## src/rtl/dl_fpu_seq_if.sv

```systemverilog
// ---------------------------------------------------------------------------
// dl_fpu_seq_if
// Bundles every non-clock/reset signal of the DLFloat16 FPU sequencer:
//   - instruction stream in   : in_valid/in_ready, in_instr, in_op1..3, frm
//   - execution-unit side     : unit_req/op/sel/rm/a/b/c out, unit_done,
//                               unit_result, unit_excep in
//   - result stream out       : out_valid/out_ready, out_result, out_excep
//   - status / control        : fflags, fflags_clr, busy, timeout
// Modports:
//   slave  - the sequencer itself
//   master - its environment (instruction source, units, result sink)
// ---------------------------------------------------------------------------
interface dl_fpu_seq_if #(
  parameter int XLEN      = 32,
  parameter int NUM_UNITS = 9
);
  logic                 in_valid;
  logic                 in_ready;
  logic [31:0]          in_instr;
  logic [XLEN-1:0]      in_op1;
  logic [XLEN-1:0]      in_op2;
  logic [XLEN-1:0]      in_op3;
  logic [2:0]           frm;

  logic [NUM_UNITS-1:0] unit_req;
  logic                 unit_op;
  logic [2:0]           unit_sel;
  logic [2:0]           unit_rm;
  logic [XLEN-1:0]      unit_a;
  logic [XLEN-1:0]      unit_b;
  logic [XLEN-1:0]      unit_c;
  logic [NUM_UNITS-1:0] unit_done;
  logic [XLEN-1:0]      unit_result;
  logic [4:0]           unit_excep;

  logic                 out_valid;
  logic                 out_ready;
  logic [XLEN-1:0]      out_result;
  logic [4:0]           out_excep;

  logic [4:0]           fflags;
  logic                 fflags_clr;
  logic                 busy;
  logic                 timeout;

  modport slave (
    input  in_valid, in_instr, in_op1, in_op2, in_op3, frm,
    output in_ready,
    output unit_req, unit_op, unit_sel, unit_rm, unit_a, unit_b, unit_c,
    input  unit_done, unit_result, unit_excep,
    output out_valid, out_result, out_excep,
    input  out_ready,
    output fflags, busy, timeout,
    input  fflags_clr
  );

  modport master (
    output in_valid, in_instr, in_op1, in_op2, in_op3, frm,
    input  in_ready,
    input  unit_req, unit_op, unit_sel, unit_rm, unit_a, unit_b, unit_c,
    output unit_done, unit_result, unit_excep,
    input  out_valid, out_result, out_excep,
    output out_ready,
    input  fflags, busy, timeout,
    output fflags_clr
  );
endinterface

```

## src/rtl/dl_fpu_seq.sv

```systemverilog
// ---------------------------------------------------------------------------
// dl_fpu_seq
// In-order issue sequencer for the DLFloat16 FPU. Instructions plus operands
// are queued in a DEPTH-entry FIFO, then dispatched one at a time to one of
// NUM_UNITS external execution units. The unit's result and exception flags
// are returned over a valid/ready stream, and a sticky 5-bit fflags register
// accumulates {NV,DZ,OF,UF,NX}.
//
// Ports:
//   clk  - clock
//   rst  - synchronous active-high reset (drops in-flight and queued work)
//   bus  - dl_fpu_seq_if.slave: instruction stream, unit interface, result
//          stream, fflags/fflags_clr, busy, timeout
//
// Instruction fields: [31:27] unit index, [26] op, [25:23] sel, [14:12] rm
// (rm=111 selects the dynamic rounding mode frm).
//
// Optional build macro DLFPU_TIMEOUT_EN: when defined, a WAIT that lasts
// TIMEOUT cycles without the unit's done is forced to complete with result 0
// and NV, and a one-cycle timeout pulse is raised. When undefined, WAIT
// waits indefinitely and timeout is tied low.
// ---------------------------------------------------------------------------
module dl_fpu_seq #(
  parameter int XLEN      = 32,
  parameter int DEPTH     = 4,
  parameter int NUM_UNITS = 9,
  parameter int TIMEOUT   = 64
) (
  input logic         clk,
  input logic         rst,
  dl_fpu_seq_if.slave bus
);

  localparam int             AW     = (DEPTH > 1) ? $clog2(DEPTH) : 1;
  localparam int             CW     = $clog2(DEPTH + 1);
  localparam logic [CW-1:0]  FULL_C = CW'(DEPTH);
  localparam logic [4:0]     NV_C   = 5'b10000;

  typedef enum logic [2:0] {
    S_IDLE,
    S_DECODE,
    S_ISSUE,
    S_WAIT,
    S_RESP
  } state_t;

  // -------------------------------------------------------------------------
  // Instruction FIFO. Only the instruction fields the sequencer uses are
  // stored: {idx[4:0], op, sel[2:0], rm[2:0]}.
  // -------------------------------------------------------------------------
  logic [11:0]     mem_ctl_q [DEPTH];
  logic [XLEN-1:0] mem_a_q   [DEPTH];
  logic [XLEN-1:0] mem_b_q   [DEPTH];
  logic [XLEN-1:0] mem_c_q   [DEPTH];

  logic [AW-1:0]   wr_ptr_q, wr_ptr_d;
  logic [AW-1:0]   rd_ptr_q, rd_ptr_d;
  logic [CW-1:0]   count_q, count_d;

  logic            in_ready;
  logic            push;
  logic            pop;

  state_t          state_q, state_d;

  // Issue registers: loaded by the FIFO's registered read on pop and held
  // untouched until the next pop, so the unit sees stable operands from
  // ISSUE through the end of WAIT.
  logic [11:0]     iss_ctl_q;
  logic [XLEN-1:0] iss_a_q;
  logic [XLEN-1:0] iss_b_q;
  logic [XLEN-1:0] iss_c_q;

  logic [4:0]      iss_idx;
  logic            iss_op;
  logic [2:0]      iss_sel;
  logic [2:0]      iss_rm_field;

  logic [2:0]      rm_res;
  logic            idx_bad;
  logic            rm_bad;
  logic            illegal;

  logic [2:0]      rm_q, rm_d;
  logic [XLEN-1:0] out_result_q;
  logic [4:0]      out_excep_q;
  logic [4:0]      fflags_q, fflags_d;

  logic            cap_en;
  logic [XLEN-1:0] cap_result;
  logic [4:0]      cap_excep;

  logic [NUM_UNITS-1:0] sel_mask;
  logic                 done_hit;

  // Instruction bits the sequencer does not interpret.
  logic unused_instr_bits;
  assign unused_instr_bits = ^{bus.in_instr[22:15], bus.in_instr[11:0]};

  // in_ready depends only on the registered count: a full FIFO refuses a
  // push even when the FSM pops in the same cycle.
  assign in_ready = (count_q != FULL_C);
  assign push     = bus.in_valid & in_ready;
  assign pop      = (state_q == S_IDLE) & (count_q != '0);

  always_ff @(posedge clk) begin
    if (push) begin
      mem_ctl_q[wr_ptr_q] <= {bus.in_instr[31:23], bus.in_instr[14:12]};
      mem_a_q[wr_ptr_q]   <= bus.in_op1;
      mem_b_q[wr_ptr_q]   <= bus.in_op2;
      mem_c_q[wr_ptr_q]   <= bus.in_op3;
    end
    if (pop) begin
      iss_ctl_q <= mem_ctl_q[rd_ptr_q];
      iss_a_q   <= mem_a_q[rd_ptr_q];
      iss_b_q   <= mem_b_q[rd_ptr_q];
      iss_c_q   <= mem_c_q[rd_ptr_q];
    end
  end

  // DEPTH is a power of two, so pointers wrap naturally.
  always_comb begin
    wr_ptr_d = push ? wr_ptr_q + AW'(1) : wr_ptr_q;
    rd_ptr_d = pop  ? rd_ptr_q + AW'(1) : rd_ptr_q;
    count_d  = count_q;
    case ({push, pop})
      2'b10:   count_d = count_q + CW'(1);
      2'b01:   count_d = count_q - CW'(1);
      default: count_d = count_q;
    endcase
  end

  always_ff @(posedge clk) begin
    if (rst) begin
      wr_ptr_q <= '0;
      rd_ptr_q <= '0;
      count_q  <= '0;
    end else begin
      wr_ptr_q <= wr_ptr_d;
      rd_ptr_q <= rd_ptr_d;
      count_q  <= count_d;
    end
  end

  // -------------------------------------------------------------------------
  // Decode
  // -------------------------------------------------------------------------
  assign iss_idx      = iss_ctl_q[11:7];
  assign iss_op       = iss_ctl_q[6];
  assign iss_sel      = iss_ctl_q[5:3];
  assign iss_rm_field = iss_ctl_q[2:0];

  assign rm_res  = (iss_rm_field == 3'b111) ? bus.frm : iss_rm_field;
  assign idx_bad = (32'(iss_idx) >= NUM_UNITS);
  assign rm_bad  = (rm_res inside {3'b101, 3'b110, 3'b111}) ||
                   (iss_rm_field inside {3'b101, 3'b110});
  assign illegal = idx_bad | rm_bad;

  // One-hot decode of the issued unit index. It is used both for the start
  // pulse and to mask unit_done so that only the issued unit is honoured.
  generate
    for (genvar gi = 0; gi < NUM_UNITS; gi++) begin : g_sel
      assign sel_mask[gi] = (iss_idx == 5'(gi));
    end
  endgenerate

  assign done_hit = |(bus.unit_done & sel_mask);

  // -------------------------------------------------------------------------
  // Optional WAIT watchdog
  // -------------------------------------------------------------------------
`ifdef DLFPU_TIMEOUT_EN
  localparam int TCW = $clog2(TIMEOUT + 1);

  logic [TCW-1:0] wait_cnt_q, wait_cnt_d;
  logic           timeout_q, timeout_d;
  logic           expire;

  // Counter reads 0 in the first WAIT cycle; expiry is in the TIMEOUT-th
  // WAIT cycle.
  assign wait_cnt_d = (state_q == S_WAIT) ? wait_cnt_q + TCW'(1) : '0;
  assign expire     = (state_q == S_WAIT) && (wait_cnt_q == TCW'(TIMEOUT - 1));

  always_ff @(posedge clk) begin
    if (rst) begin
      wait_cnt_q <= '0;
      timeout_q  <= 1'b0;
    end else begin
      wait_cnt_q <= wait_cnt_d;
      timeout_q  <= timeout_d;
    end
  end

  assign bus.timeout = timeout_q;
`else
  localparam int unused_timeout_c = TIMEOUT;
  assign bus.timeout = 1'b0;
`endif

  // -------------------------------------------------------------------------
  // FSM next-state and capture logic. cap_en is asserted exactly on the
  // transitions into RESP, which is also when fflags absorbs the new flags.
  // -------------------------------------------------------------------------
  always_comb begin
    state_d    = state_q;
    rm_d       = rm_q;
    cap_en     = 1'b0;
    cap_result = '0;
    cap_excep  = '0;
`ifdef DLFPU_TIMEOUT_EN
    timeout_d  = 1'b0;
`endif
    case (state_q)
      S_IDLE: begin
        if (count_q != '0) begin
          state_d = S_DECODE;
        end
      end
      S_DECODE: begin
        rm_d = rm_res;
        if (illegal) begin
          cap_en    = 1'b1;
          cap_excep = NV_C;
          state_d   = S_RESP;
        end else begin
          state_d = S_ISSUE;
        end
      end
      S_ISSUE: begin
        state_d = S_WAIT;
      end
      S_WAIT: begin
        // A done in the expiry cycle wins over the watchdog.
        if (done_hit) begin
          cap_en     = 1'b1;
          cap_result = bus.unit_result;
          cap_excep  = bus.unit_excep;
          state_d    = S_RESP;
        end
`ifdef DLFPU_TIMEOUT_EN
        else if (expire) begin
          cap_en    = 1'b1;
          cap_excep = NV_C;
          timeout_d = 1'b1;
          state_d   = S_RESP;
        end
`endif
      end
      S_RESP: begin
        if (bus.out_ready) begin
          state_d = S_IDLE;
        end
      end
      default: begin
        state_d = S_IDLE;
      end
    endcase
  end

  // A new flag set on RESP entry survives a simultaneous clear.
  always_comb begin
    fflags_d = bus.fflags_clr ? 5'b00000 : fflags_q;
    if (cap_en) begin
      fflags_d = fflags_d | cap_excep;
    end
  end

  always_ff @(posedge clk) begin
    if (rst) begin
      state_q      <= S_IDLE;
      rm_q         <= '0;
      out_result_q <= '0;
      out_excep_q  <= '0;
      fflags_q     <= '0;
    end else begin
      state_q  <= state_d;
      rm_q     <= rm_d;
      fflags_q <= fflags_d;
      if (cap_en) begin
        out_result_q <= cap_result;
        out_excep_q  <= cap_excep;
      end
    end
  end

  // -------------------------------------------------------------------------
  // Outputs
  // -------------------------------------------------------------------------
  assign bus.in_ready   = in_ready;
  assign bus.unit_req   = (state_q == S_ISSUE) ? sel_mask : '0;
  assign bus.unit_op    = iss_op;
  assign bus.unit_sel   = iss_sel;
  assign bus.unit_rm    = rm_q;
  assign bus.unit_a     = iss_a_q;
  assign bus.unit_b     = iss_b_q;
  assign bus.unit_c     = iss_c_q;
  assign bus.out_valid  = (state_q == S_RESP);
  assign bus.out_result = out_result_q;
  assign bus.out_excep  = out_excep_q;
  assign bus.fflags     = fflags_q;
  assign bus.busy       = (count_q != '0) || (state_q != S_IDLE);

endmodule
```

## src/flat_wrapper.sv

```systemverilog
// flat-port wrapper written by rule: the top's interface ports become plain ports
module dl_fpu_seq_flat 
#(
  parameter int XLEN      = 32,
  parameter int DEPTH     = 4,
  parameter int NUM_UNITS = 9,
  parameter int TIMEOUT   = 64
)
  (clk, rst, bus_in_valid, bus_in_instr, bus_in_op1, bus_in_op2, bus_in_op3, bus_frm, bus_in_ready, bus_unit_req, bus_unit_op, bus_unit_sel, bus_unit_rm, bus_unit_a, bus_unit_b, bus_unit_c, bus_unit_done, bus_unit_result, bus_unit_excep, bus_out_valid, bus_out_result, bus_out_excep, bus_out_ready, bus_fflags, bus_busy, bus_timeout, bus_fflags_clr);
  dl_fpu_seq_if #(.XLEN(XLEN), .NUM_UNITS(NUM_UNITS)) bus_i ();
  input logic clk;
  input logic rst;
  input wire logic [$bits(bus_i.in_valid)-1:0] bus_in_valid;
  input wire logic [$bits(bus_i.in_instr)-1:0] bus_in_instr;
  input wire logic [$bits(bus_i.in_op1)-1:0] bus_in_op1;
  input wire logic [$bits(bus_i.in_op2)-1:0] bus_in_op2;
  input wire logic [$bits(bus_i.in_op3)-1:0] bus_in_op3;
  input wire logic [$bits(bus_i.frm)-1:0] bus_frm;
  output wire logic [$bits(bus_i.in_ready)-1:0] bus_in_ready;
  output wire logic [$bits(bus_i.unit_req)-1:0] bus_unit_req;
  output wire logic [$bits(bus_i.unit_op)-1:0] bus_unit_op;
  output wire logic [$bits(bus_i.unit_sel)-1:0] bus_unit_sel;
  output wire logic [$bits(bus_i.unit_rm)-1:0] bus_unit_rm;
  output wire logic [$bits(bus_i.unit_a)-1:0] bus_unit_a;
  output wire logic [$bits(bus_i.unit_b)-1:0] bus_unit_b;
  output wire logic [$bits(bus_i.unit_c)-1:0] bus_unit_c;
  input wire logic [$bits(bus_i.unit_done)-1:0] bus_unit_done;
  input wire logic [$bits(bus_i.unit_result)-1:0] bus_unit_result;
  input wire logic [$bits(bus_i.unit_excep)-1:0] bus_unit_excep;
  output wire logic [$bits(bus_i.out_valid)-1:0] bus_out_valid;
  output wire logic [$bits(bus_i.out_result)-1:0] bus_out_result;
  output wire logic [$bits(bus_i.out_excep)-1:0] bus_out_excep;
  input wire logic [$bits(bus_i.out_ready)-1:0] bus_out_ready;
  output wire logic [$bits(bus_i.fflags)-1:0] bus_fflags;
  output wire logic [$bits(bus_i.busy)-1:0] bus_busy;
  output wire logic [$bits(bus_i.timeout)-1:0] bus_timeout;
  input wire logic [$bits(bus_i.fflags_clr)-1:0] bus_fflags_clr;
  assign bus_i.in_valid = bus_in_valid;
  assign bus_i.in_instr = bus_in_instr;
  assign bus_i.in_op1 = bus_in_op1;
  assign bus_i.in_op2 = bus_in_op2;
  assign bus_i.in_op3 = bus_in_op3;
  assign bus_i.frm = bus_frm;
  assign bus_in_ready = bus_i.in_ready;
  assign bus_unit_req = bus_i.unit_req;
  assign bus_unit_op = bus_i.unit_op;
  assign bus_unit_sel = bus_i.unit_sel;
  assign bus_unit_rm = bus_i.unit_rm;
  assign bus_unit_a = bus_i.unit_a;
  assign bus_unit_b = bus_i.unit_b;
  assign bus_unit_c = bus_i.unit_c;
  assign bus_i.unit_done = bus_unit_done;
  assign bus_i.unit_result = bus_unit_result;
  assign bus_i.unit_excep = bus_unit_excep;
  assign bus_out_valid = bus_i.out_valid;
  assign bus_out_result = bus_i.out_result;
  assign bus_out_excep = bus_i.out_excep;
  assign bus_i.out_ready = bus_out_ready;
  assign bus_fflags = bus_i.fflags;
  assign bus_busy = bus_i.busy;
  assign bus_timeout = bus_i.timeout;
  assign bus_i.fflags_clr = bus_fflags_clr;
  dl_fpu_seq #(.XLEN(XLEN), .DEPTH(DEPTH), .NUM_UNITS(NUM_UNITS), .TIMEOUT(TIMEOUT)) u_core (.clk(clk), .rst(rst), .bus(bus_i));
endmodule
```

## config.mk

```make
export PLATFORM = sky130hd
export DESIGN_NAME = dl_fpu_seq_flat
export DESIGN_NICKNAME = d
export VERILOG_FILES = /design/src/rtl/dl_fpu_seq_if.sv /design/src/rtl/dl_fpu_seq.sv /design/src/flat_wrapper.sv
export SDC_FILE = /design/constraint.sdc
export NUM_CORES = 1
export LEC_CHECK = 0
export ABC_AREA = 1
export BUFFER_PORTS_ARGS = -buffer_cell sky130_fd_sc_hd__buf_2
export CAP_MARGIN = 25
export CORE_MARGIN = 2
export CORE_UTILIZATION = 56
export DETAILED_ROUTE_END_ITERATION = 7
export GPL_TIMING_DRIVEN = 0
export PLACE_DENSITY = 0.79
export SETUP_SLACK_MARGIN = 0.4
export SLEW_MARGIN = 20
export SYNTH_ARGS = -nofsm -noshare
export SYNTH_HDL_FRONTEND = slang
export SYNTH_SLANG_ARGS = --single-unit
```

## constraint.sdc

```tcl
create_clock -name clk -period 8 [get_ports clk]
set_input_delay 1.2 -clock clk [delete_from_list [all_inputs] [get_ports clk]]
set_output_delay 1.2 -clock clk [all_outputs]
set_load 0.005 [all_outputs]
```

==> metrics.md <==
| Metric | Value |
|---|---|
| Cell Pwr Density | ~350 nW/um2 |
| Post-synth top area share | ~74% |
| RePlAce Congestion | 0.871 |
| Post-synthesis xor/xnor area fraction | 0% |
| Place WS | just under 5 ns |
| Number of synthesized flops with an enable pin | 540 |
| Post_cts resized | 0 |
| Unique masters post-synth | 34 |
| Global-route wire length before repair | about 80 mm |
| Hold_buf cts | 0 |
| Area Overhead vs Synth | 22.2% |
| Status | finished, final reports clean |
| CTS tree | done |
| F_max | about 330 MHz |
| CTS Buf Count | 58 |
| RSZ-0062 raised after global routing | no |
| Final ANT Viol Nets | 0 |
| # IOs | between 300 and 400 |
| Syn avg cell area | around 15 um2 |
| Top_reg_cell synth | edfxtp_1 |
| Critical Path Sink Type | primary output |
| Die Area | between 40,000 and 50,000 um2 |
| M3 GR Usage | around 6.6% |
| Mux cell area share after synthesis | 0% |
| Pleak | 9.47 nW |
| Clock latency on the worst-skew pair | about 0.62 ns |
| CP max stage delay | between 0.3 and 0.4 ns |
| Drt initial violations | between 1k and 1.5k |
| Simple logic cell fraction of the synthesized area | just under 8% |
| Post-synth net total | between 1.5k and 2k |
| Post-synthesis compound-gate area fraction | 10.0% |
| Remaining global-route overflow | 0 |
| Startpoint types | flop |
| Number of global-route vias before repair | roughly 14k |
| Pin count of the biggest net entering global routing | 39 |
| Hold Vio Cnt, Final | 0 |
| Post-layout minimum cycle time | approximately 3.1 ns |
| Total Wirelength | 54.0 mm |
| Period Utilization, post-route | between 30% and 40% |
| Dpl cells | ~2.4k |
| CTS clk-pin slew, worst paths | around 0.060 ns |
| WS Path Type | flop to primary output |
| Detailed-route via count | 14.1k |
| Die W | 202 um |
| IO Port Bufs | ~320 |
| Met2 usage | ~44% |
| Clk_skew | ~0.024 ns |
| Peak fanout along the critical path | 10 |
| Most common cell after layout, fill and taps aside | edfxtp_1 |
| Final setup violation count | 0 |
| Worst endpoint required time | 6.80 ns |
| Placement row count | 72 |
| Met1 GRT Util | roughly 33% |
| CP arrival | roughly 1.9 ns |
| Synthesis warning total | 0 |
| Share of layout cells above drive strength 1 | 26.9% |
| GRT busiest layer | met2 |
| Largest cells by area after synthesis | edfxtp_1, o21ai_0, dfxtp_1, nor2_1, o22ai_1 |
| Post-synth top area cell | edfxtp_1 |
| Critical path cell sequence | nor2_1, nand2_1, nor4_1, buf_2 |
| Synth Area in Adders | 0.377% |
| Min-delay worst type | flop to flop |
| Initial antenna violation count | 15 |
| H-tree depth | 2 |
| Max cap viols | 0 |
| DR WL/cell | between 20 and 25 um |
| Dpl hpwl | 34.3 mm |
| Vias per inst | ~5.7 |
| Fin cells | 2,473 |
| Clock sink count | a little under 600 |
| Overall track demand over capacity in global routing | a little over a quarter |
| Max rail drop VDD | between 0.2 and 0.3 mV |
| Die H | 202 um |
| Sequential fraction of the synthesis area | about four fifths |
| Mapped Area | about 22,000 um2 |
| DRT Pass-1 Iters | 7 |
| Initial Util | 56.6% |
| Setup ws final | 4.94 ns |
| CP top delay family | simple AND/OR/NAND/NOR gates |
| Slowest stage cell, crit path | dfxtp_1 |
| Fin. max-slew vios | 0 |
| Clk root buf | clkbuf_16 |
| Commonest cells after routing, fill and taps aside | edfxtp_1, buf_2, nor2_1 |
| Share of synthesized registers carrying an async set or reset | 0% |
| CP bufs+invs | 1 |
| Worst hold margin | between 0.4 and 0.5 ns |
| Slew HR | roughly 36% |
| Clk buf depth | 3 |
| DRC Markers | 0 |
| Worst-margin pin slew | between 0.9 and 1 ns |
| Synthesized instance count | between 1k and 1.5k |
| Post-CTS setup buffer count | 0 |
| Core Box Area | a little under 40,000 um2 |
| #FFs+latches synth | about 600 |
| Setup_tns | 0 ns |
| Main combinational cell family by area after synthesis | compound AO/OA/AOI/OAI gates |
| Final net count | 2,087 |
## worst reg2reg max path, cell delays in order (launching register included)
cell and delay, ns:
dfxtp_1 0.31, buf_2 0.24, clkinv_1 0.33, clkbuf_1 0.74
buf_1 0.56, nor2_1 0.12, o22ai_1 0.29
## final timing paths
kind                   startpoint                    end  slack [ns]  depth (start not counted)
max             u_core.state_q[0]        bus_unit_req[0]        4.94                          4
min          u_core.bus.fflags[3]   u_core.bus.fflags[3]        0.47                          2
max reg2reg    u_core.rd_ptr_q[0]  u_core.bus.unit_a[14]        5.24                          6
min reg2reg  u_core.bus.fflags[3]   u_core.bus.fflags[3]        0.47                          2
## power by group
part	switching, mW	total (mW)	internal [mW]
Combinational	1.52	2.23	0.706
Clock	1.18	2.83	1.65
Sequential	0.176	4.32	4.14
## kinds of logic after synthesis
group                    after synthesis
other                                  1
flip-flops                           595
adder cells (fa/ha/maj)                6
AND/OR/NAND/NOR                      368
buffers and inverters                133
AO/OA/AOI/OAI                        395
## flip-flops by register name, summed over array words and instances (netlist names), 5 cells and up
register	flops
u_core.mem_ctl_q	48
u_core.bus.fflags	5
u_core.bus.unit_b	32
u_core.bus.unit_c	32
u_core.bus.unit_a	32
u_core.mem_a_q	128
u_core.mem_b_q	128
u_core.bus.out_result	32
u_core.bus.out_excep	5
u_core.iss_ctl_q	12
u_core.mem_c_q	128
## cells in the mapped netlist (4+ instances only)
cell type	count
clkbuf_1	70
nand4_1	4
ha_1	5
inv_1	31
nand3_2	30
o22ai_1	108
nand2_1	22
edfxtp_1	540
buf_1	5
buf_6	5
o21ai_0	223
a21oi_2	19
nand3_1	57
a21oi_1	33
o21ai_1	9
buf_4	7
buf_2	9
nor4_1	4
nor2_1	237
dfxtp_1	55
nor2_2	7
## layer usage
layer	part of all wire, %	up-vias	wire length (um)
met3	8.2	108	4410
met1	39	6956	20900
met2	50	634	27200
met5	0.21	-	113
met4	2.6	16	1390
li1	-	6420	-
## metrics by stage
step                      util [%]  power [mW]  cell area [um2]
after floorplan                  -        5.56            21900
after global placement        62.4        6.52            24100
after detailed placement      64.0        6.58            24700
after CTS                     69.2        9.40            26700
after global routing          69.2        9.77            26700
final                         69.2        9.38            26700
## cell type report
class	count	area [um2]
well taps	518	648
multi-input cells	770	4020
repair buffers	341	2160
fillers	2535	11900
diodes	7	17.5
inverters	36	140
plain buffers	97	450
clock inverters	43	493
clock buffers	66	1500
flip-flops and latches	595	17300
No activity file was read; power rests on OpenSTA's default activity.
